[src/rtl/calc_param_if.sv]
// Keypad-to-display bus for calc_param: command strobe in,
// BCD print stream and status out.
interface calc_param_if #(
  parameter int POS_W = 4
);
  logic [3:0]       cmd;
  logic             cmd_valid;
  logic [1:0]       status;
  logic [3:0]       data;
  logic [POS_W-1:0] pos;
  logic             data_valid;
  logic [2:0]       EA;

  modport master (
    output cmd, cmd_valid,
    input  status, data, pos, data_valid, EA
  );

  modport slave (
    input  cmd, cmd_valid,
    output status, data, pos, data_valid, EA
  );
endinterface

[src/rtl/calc_param.sv]
// Parametrised decimal calculator with serial BCD print engine.
// Optional divider enabled by defining CALC_PARAM_DIV_EN.
module calc_param #(
  parameter int DIGITS = 8,
  parameter int W      = 27,
  parameter int POS_W  = 4
) (
  input  logic        clock,
  input  logic        reset,
  calc_param_if.slave bus
);
  typedef enum logic [2:0] {
    ENTER_A = 3'b000,
    ENTER_B = 3'b001,
    COMPUTE = 3'b010,
    SHOW    = 3'b011,
    ERROR   = 3'b100
  } state_t;

  typedef enum logic [1:0] {
    OP_ADD = 2'd0,
    OP_SUB = 2'd1,
    OP_MUL = 2'd2,
    OP_DIV = 2'd3
  } op_t;

  function automatic logic [63:0] pow10(input int n);
    logic [63:0] r;
    r = 64'd1;
    for (int i = 0; i < n; i++) r = r * 64'd10;
    return r;
  endfunction

  localparam logic [63:0] MAX64 = pow10(DIGITS) - 64'd1;
  localparam logic [W+3:0] MAX_E = MAX64[W+3:0];
  localparam logic [2*W-1:0] MAX_R = MAX64[2*W-1:0];
  localparam int CW = $clog2(W);
  localparam logic [CW-1:0] LAST = CW'(W - 1);
  localparam logic [POS_W-1:0] LAST_POS = POS_W'(DIGITS - 1);

  state_t           ea;
  op_t              op;
  logic [W-1:0]     a, b, entry, shift;
  logic [1:0]       status;
  logic [3:0]       data;
  logic [POS_W-1:0] pos;
  logic             data_valid;
  logic [2*W-1:0]   acc, mcand, acc_nxt;
  logic [W-1:0]     mplier;
  logic [CW-1:0]    cnt;

  logic             accept, is_dig, is_bs, is_eq, is_op, fits;
  logic [W+3:0]     grown;
  logic [W-1:0]     shrunk;
  logic [1:0]       op_code;
  logic [2*W-1:0]   res;
  logic             done, bad;
  logic             print_go;
  logic [W-1:0]     print_val;

  assign bus.status     = status;
  assign bus.data       = data;
  assign bus.pos        = pos;
  assign bus.data_valid = data_valid;
  assign bus.EA         = ea;

  assign accept  = bus.cmd_valid && (status == 2'b10);
  assign is_dig  = bus.cmd <= 4'd9;
  assign is_bs   = bus.cmd == 4'd15;
  assign is_eq   = bus.cmd == 4'd14;
`ifdef CALC_PARAM_DIV_EN
  assign is_op   = (bus.cmd >= 4'd10) && (bus.cmd <= 4'd13);
`else
  assign is_op   = (bus.cmd >= 4'd10) && (bus.cmd <= 4'd12);
`endif
  assign grown   = {4'b0, entry} * (W+4)'(10) + (W+4)'(bus.cmd);
  assign fits    = grown <= MAX_E;
  assign shrunk  = entry / W'(10);
  assign op_code = bus.cmd[1:0] + 2'd2;
  assign acc_nxt = acc + (mplier[0] ? mcand : '0);

`ifdef CALC_PARAM_DIV_EN
  logic [W-1:0] rem, rem_nxt, quo, quo_nxt;
  logic [W:0]   trial;
  logic         ge;

  // One restoring-division step per cycle
  always_comb begin
    trial   = {rem, quo[W-1]};
    ge      = trial >= {1'b0, b};
    rem_nxt = ge ? W'(trial - {1'b0, b}) : trial[W-1:0];
    quo_nxt = {quo[W-2:0], ge};
  end
`endif

  // Result select, completion and error detection
  always_comb begin
    res  = '0;
    done = 1'b1;
    bad  = 1'b0;
    unique case (op)
      OP_ADD: res = (2*W)'(a) + (2*W)'(b);
      OP_SUB: begin
        res = (2*W)'(a - b);
        bad = a < b;
      end
      OP_MUL: begin
        res  = acc_nxt;
        done = cnt == LAST;
      end
      OP_DIV: begin
`ifdef CALC_PARAM_DIV_EN
        res  = (2*W)'(quo_nxt);
        bad  = b == '0;
        done = cnt == LAST;
`else
        bad  = 1'b1;
`endif
      end
    endcase
    if (res > MAX_R) bad = 1'b1;
  end

  // Decide whether this edge starts a print, and of what
  always_comb begin
    print_go  = 1'b0;
    print_val = '0;
    if (ea == COMPUTE) begin
      print_go  = done && !bad;
      print_val = res[W-1:0];
    end else if (accept) begin
      unique case (ea)
        ENTER_A, ENTER_B: begin
          if (is_dig) begin
            print_go  = fits;
            print_val = grown[W-1:0];
          end else if (is_bs) begin
            print_go  = 1'b1;
            print_val = shrunk;
          end else if (is_op) begin
            print_go  = ea == ENTER_A;
          end
        end
        SHOW: begin
          print_go  = is_dig || is_op;
          print_val = is_dig ? W'(bus.cmd) : '0;
        end
        default: ;
      endcase
    end
  end

  // Calculator FSM, datapath and print shifter
  always_ff @(posedge clock or posedge reset) begin
    if (reset) begin
      ea         <= ENTER_A;
      op         <= OP_ADD;
      a          <= '0;
      b          <= '0;
      entry      <= '0;
      shift      <= '0;
      status     <= 2'b10;
      data       <= '0;
      pos        <= '0;
      data_valid <= 1'b0;
      acc        <= '0;
      mcand      <= '0;
      mplier     <= '0;
      cnt        <= '0;
`ifdef CALC_PARAM_DIV_EN
      rem        <= '0;
      quo        <= '0;
`endif
    end else begin
      if (print_go) begin
        status     <= 2'b11;
        data_valid <= 1'b1;
        pos        <= '0;
        data       <= 4'(print_val % W'(10));
        shift      <= print_val / W'(10);
      end else if (data_valid) begin
        if (pos == LAST_POS) begin
          status     <= 2'b10;
          data_valid <= 1'b0;
          pos        <= '0;
          data       <= '0;
        end else begin
          pos   <= pos + POS_W'(1);
          data  <= 4'(shift % W'(10));
          shift <= shift / W'(10);
        end
      end
      unique case (ea)
        ENTER_A: if (accept) begin
          if (is_dig) begin
            if (fits) entry <= grown[W-1:0];
          end else if (is_bs) begin
            entry <= shrunk;
          end else if (is_op) begin
            a     <= entry;
            op    <= op_t'(op_code);
            entry <= '0;
            ea    <= ENTER_B;
          end
        end
        ENTER_B: if (accept) begin
          if (is_dig) begin
            if (fits) entry <= grown[W-1:0];
          end else if (is_bs) begin
            entry <= shrunk;
          end else if (is_eq) begin
            b      <= entry;
            ea     <= COMPUTE;
            status <= 2'b01;
            acc    <= '0;
            mcand  <= (2*W)'(a);
            mplier <= entry;
            cnt    <= '0;
`ifdef CALC_PARAM_DIV_EN
            rem    <= '0;
            quo    <= a;
`endif
          end
        end
        COMPUTE: begin
          acc    <= acc_nxt;
          mcand  <= mcand << 1;
          mplier <= mplier >> 1;
          cnt    <= cnt + CW'(1);
`ifdef CALC_PARAM_DIV_EN
          rem    <= rem_nxt;
          quo    <= quo_nxt;
`endif
          if (done) begin
            if (bad) begin
              ea     <= ERROR;
              status <= 2'b00;
            end else begin
              entry <= res[W-1:0];
              ea    <= SHOW;
            end
          end
        end
        SHOW: if (accept) begin
          if (is_dig) begin
            a     <= '0;
            entry <= W'(bus.cmd);
            ea    <= ENTER_A;
          end else if (is_op) begin
            a     <= entry;
            op    <= op_t'(op_code);
            entry <= '0;
            ea    <= ENTER_B;
          end
        end
        ERROR: begin
          status     <= 2'b00;
          data_valid <= 1'b0;
        end
        default: ea <= ERROR;
      endcase
    end
  end
endmodule

[src/flat_wrapper.sv]
// flat-port wrapper written by rule: the top's interface ports become plain ports
module calc_param_flat 
#(
  parameter int DIGITS = 8,
  parameter int W      = 27,
  parameter int POS_W  = 4
)
  (clock, reset, bus_cmd, bus_cmd_valid, bus_status, bus_data, bus_pos, bus_data_valid, bus_EA);
  calc_param_if #(.POS_W(POS_W)) bus_i ();
  input  logic clock;
  input  logic reset;
  input wire logic [$bits(bus_i.cmd)-1:0] bus_cmd;
  input wire logic [$bits(bus_i.cmd_valid)-1:0] bus_cmd_valid;
  output wire logic [$bits(bus_i.status)-1:0] bus_status;
  output wire logic [$bits(bus_i.data)-1:0] bus_data;
  output wire logic [$bits(bus_i.pos)-1:0] bus_pos;
  output wire logic [$bits(bus_i.data_valid)-1:0] bus_data_valid;
  output wire logic [$bits(bus_i.EA)-1:0] bus_EA;
  assign bus_i.cmd = bus_cmd;
  assign bus_i.cmd_valid = bus_cmd_valid;
  assign bus_status = bus_i.status;
  assign bus_data = bus_i.data;
  assign bus_pos = bus_i.pos;
  assign bus_data_valid = bus_i.data_valid;
  assign bus_EA = bus_i.EA;
  calc_param #(.DIGITS(DIGITS), .W(W), .POS_W(POS_W)) u_core (.clock(clock), .reset(reset), .bus(bus_i));
endmodule
[config.mk]
export PLATFORM = sky130hd
export DESIGN_NAME = calc_param_flat
export DESIGN_NICKNAME = d
export VERILOG_FILES = /design/src/rtl/calc_param_if.sv /design/src/rtl/calc_param.sv /design/src/flat_wrapper.sv
export SDC_FILE = /design/constraint.sdc
export NUM_CORES = 2
export LEC_CHECK = 0
export ABC_AREA = 1
export CAP_MARGIN = 0
export CORE_MARGIN = 2
export CORE_UTILIZATION = 55
export DETAILED_ROUTE_END_ITERATION = 16
export GPL_ROUTABILITY_DRIVEN = 0
export GPL_TIMING_DRIVEN = 0
export PLACE_DENSITY = 0.69
export SLEW_MARGIN = 30
export SYNTH_ARGS = -nofsm -noshare
export SYNTH_HDL_FRONTEND = slang
export SYNTH_SLANG_ARGS = --single-unit
[constraint.sdc]
create_clock -name clock -period 32.7 [get_ports clock]
set_input_delay 3.27 -clock clock [delete_from_list [all_inputs] [get_ports clock]]
set_output_delay 3.27 -clock clock [all_outputs]
set_load 0.05 [all_outputs]
==> impl_metrics.py <==
metrics = {
    "layout": {
        "seq_area_um2": 6530,
        "multiInputGateArea_um2": 21900,
        "fillers": 6034,
        "num_antenna_cells": 0,
        "fin_cells": 6266,
        "nets": 5657,
        "syn2layout_area_growth_pct": 7.18,
        "drive_gt1_share_pct": 9.71,
    },
    "timing": {
        "rsz0062_at_grt": "no",
        "slew_headroom_pct": 33.5,
        "maxSlewViolCount": 0,
        "fmax_mhz": 65.4,
        "clock-skew-final_ns": 0.0381,
        "post-route-min-period_ns": 15.30,
        "fin_tns_setup_ns": 0,
        "worstMarginPinSlew_ns": 0.990,
        "setup-violations-final": 0,
        "hold_viol": 0,
        "fin_crit_sh_pct": 46.8,
    },
    "global_route": {
        "grt-ovfl-total": 0,
        "antenna_found_initial": 0,
        "grt_max_degree": 87,
        "grt_usage_pct": 37.2,
        "grt_pass1_vias": 33800,
        "grt_pass1_wl_um": 179000,
    },
    "yosys": {
        "synth_top_cell_area_share_pct": 20.2,
        "synth_area_per_cell_um2": 5.96,
        "synth_edf_count": 0,
        "synthArstFlopShare_pct": 100,
        "synth.net_count": 5598,
        "ys.flop_type": "dfrtp_1",
        "syn_area_um2": 32300,
        "netlist_instances": 5419,
        "yosysWarnings": 0,
        "ys_ff_latch": 261,
        "seq_area_frac_synth_pct": 20.2,
        "yosysUniqueCellTypes": 79,
        "yosys.area.top_type": "dfrtp_1",
        "yosys-top-cells-area": "dfrtp_1, nand2_1, inv_1",
    },
    "setup_path": {
        "r2r-start": "u_core.mplier[0]",
        "cp_slowest_stage_delay_ns": 0.55,
        "path_buf_inv": 12,
        "critPathLaunch": "bus_cmd[1]",
        "cpMostUsedCell": "nand2_1",
        "critical-path-top-delay-family": "simple AND/OR/NAND/NOR gates",
        "cp-start-kind": "input port",
        "cp.required_ns": 33.19,
        "cp-end-kind": "flop",
        "critPathMaxFanout": 6,
        "path_class": "input port to flop",
        "cp_slowest_cell": "clkdlybuf4s50_1",
        "arrival_ns": 15.79,
    },
    "clocking": {
        "ctsResizeCount": 0,
        "path_clk_slew_ns": 0.06,
        "cts.sinks": 261,
        "postCtsSetupBuffers": 0,
        "htree_num_levels": 2,
        "cts_hold_buf": 0,
        "clk_latency_ns": 0.59,
        "tritoncts": "done",
        "cts_root_buf": "clkbuf_16",
        "cts_buffer_depth": 3,
        "numCtsBuffers": 34,
    },
    "pwr": {
        "power_density_nw_per_um2": 21.1,
        "p_sw_mw": 0.188,
        "internal-power_mw": 0.542,
        "seqPwrFrac_pct": 44.2,
        "peakVddDrop_mv": 0.0352,
        "p_clk_share_pct": 51.2,
        "switching_share_pct": 25.8,
        "comb_power_share_pct": 4.6,
        "power.leakage_nw": 19.0,
    },
    "placed_design": {
        "dp_hpwl_um": 92900,
        "dp_cells": 6207,
        "io_buffer_count": 20,
    },
    "detailed_routing": {
        "route.detailed.drc": 0,
        "wirelength_um": 114000,
        "via_per_inst": 5.79,
        "drtPass1Iterations": 7,
        "wl_per_cell_um": 18.2,
        "num_vias": 36300,
        "ant_nets": 0,
        "drt_iter0_markers": 3456,
    },
    "die": {
        "dieArea_um2": 60600,
        "die_w_um": 246,
        "die_h_um": 246,
        "start_util_pct": 55.7,
        "ioPinCount": 21,
        "core_um2": 57900,
        "fp-row-count": 88,
    },
    "run_status": {
        "status": "finished, final reports clean",
    },
    "hold_path": {
        "hp-start": "u_core.acc[23]",
        "hold_class": "flop to flop",
    },
    "job": {
        "cap_violations": 0,
    },
}
[cell usage after synthesis, types with 8 or more instances]
library cell / instances
a22oi_1: 30
ha_1: 167
o22ai_1: 46
o21a_1: 8
a21o_1: 19
nor4_1: 10
nand3b_1: 25
clkinv_1: 21
nand2_1: 1437
clkbuf_1: 79
dfrtp_1: 260
buf_1: 21
a22o_1: 12
buf_2: 17
a32o_1: 34
o21bai_1: 18
o21ai_1: 52
nand3_1: 534
inv_2: 110
nor2_1: 466
nand3_2: 29
nand2_4: 27
o21ai_0: 369
a31oi_1: 28
xnor2_1: 15
nor2_2: 40
and3_1: 8
inv_1: 719
nand4_1: 99
a21oi_1: 249
o211ai_1: 53
nor3_1: 40
o2111ai_1: 11
xor2_1: 51
nand2_2: 195
[registers in the layout, summed over array words and instances, names as in the netlist]
| register | count |
|---|---|
| u_core.mplier | 27 |
| u_core.cnt | 5 |
| u_core.shift | 24 |
| u_core.b | 27 |
| u_core.op | 2 |
| u_core.entry | 27 |
| u_core.acc | 54 |
| u_core.bus.pos | 4 |
| u_core.bus.data | 4 |
| u_core.a | 27 |
| u_core.mcand | 54 |
| u_core.bus.EA | 3 |
| u_core.bus.status | 2 |
| u_core.bus.data_valid | 1 |
[cell type report]
type | instances | area share [%]
Tap cell | 765 | 2.77
Clock buffer | 45 | 2.81
Buffer | 126 | 1.64
Multi-Input combinational cell | 4172 | 63.4
Timing Repair Buffer | 23 | 0.817
Sequential cell | 261 | 18.9
Clock inverter | 14 | 0.278
Inverter | 860 | 9.40
[placed cells by master (no fill, tap or decap), types with 46 or more instances in the layout]
cell type / instances
o211ai_1: 53
o21ai_1: 55
clkbuf_1: 83
inv_2: 110
xor2_1: 51
inv_1: 718
nand3_1: 534
nand2_2: 195
nor2_1: 466
ha_1: 167
o21ai_0: 366
nand4_1: 99
nand2_1: 1437
o22ai_1: 46
dfrtp_1: 260
a21oi_1: 249
[path summary, 6_finish.rpt]
| kind | slack [ns] | endpoint | depth (start not counted) |
|---|---|---|---|
| max | 17.40 | u_core.bus.data[2] | 122 |
| min | 0.50 | u_core.acc[23] | 1 |
| max reg2reg | 18.35 | u_core.bus.data[2] | 132 |
| min reg2reg | 0.50 | u_core.acc[23] | 1 |
| max in group asynchronous | 28.43 | u_core.bus.status[1] | 4 |
| min in group asynchronous | 3.10 | u_core.b[8] | 2 |
[per-stage QoR]
step                      hold WS (ns)  utilization [%]  setup slack (ns)  instance area [um2]  total power, mW
after detailed placement         0.486             57.9             16.87                33500            0.362
after global routing             0.508             59.7             15.81                34600            0.748
after CTS                        0.499             59.7             17.46                34600            0.733
final                            0.498             59.7             17.40                34600            0.731
after global placement           0.473             57.7             17.09                33400            0.361
after floorplan                  0.453                -             19.45                32300            0.350
[layer usage]
| metal | global-route usage, % | share of wire, % | up-vias |
|---|---|---|---|
| met1 | 47.3 | 41 | 16500 |
| met2 | 60.7 | 44 | 1538 |
| met4 | 19.5 | 5.9 | 0 |
| met3 | 5.83 | 8.7 | 392 |
| met5 | 0 | 0 | - |
| li1 | - | - | 17900 |
[power groups by stage]
| stage | registers [mW] | logic [mW] | clock network [mW] |
|---|---|---|---|
| after floorplan | 0.329 | 0.0211 | 0 |
| after global placement | 0.329 | 0.0314 | 0 |
| after detailed placement | 0.329 | 0.0329 | 0 |
| after CTS | 0.323 | 0.0330 | 0.377 |
| after global routing | 0.323 | 0.0370 | 0.388 |
| final | 0.323 | 0.0337 | 0.374 |
[logic make-up after synthesis]
family / share of synthesized area (%)
AND/OR/NAND/NOR: 41.3
flip-flops: 20.2
adder cells (fa/ha/maj): 6.78
multiplexers: 0.0969
XOR/XNOR: 1.91
buffers and inverters: 11.8
AO/OA/AOI/OAI: 17.9
No activity file was read; power rests on OpenSTA's default activity.
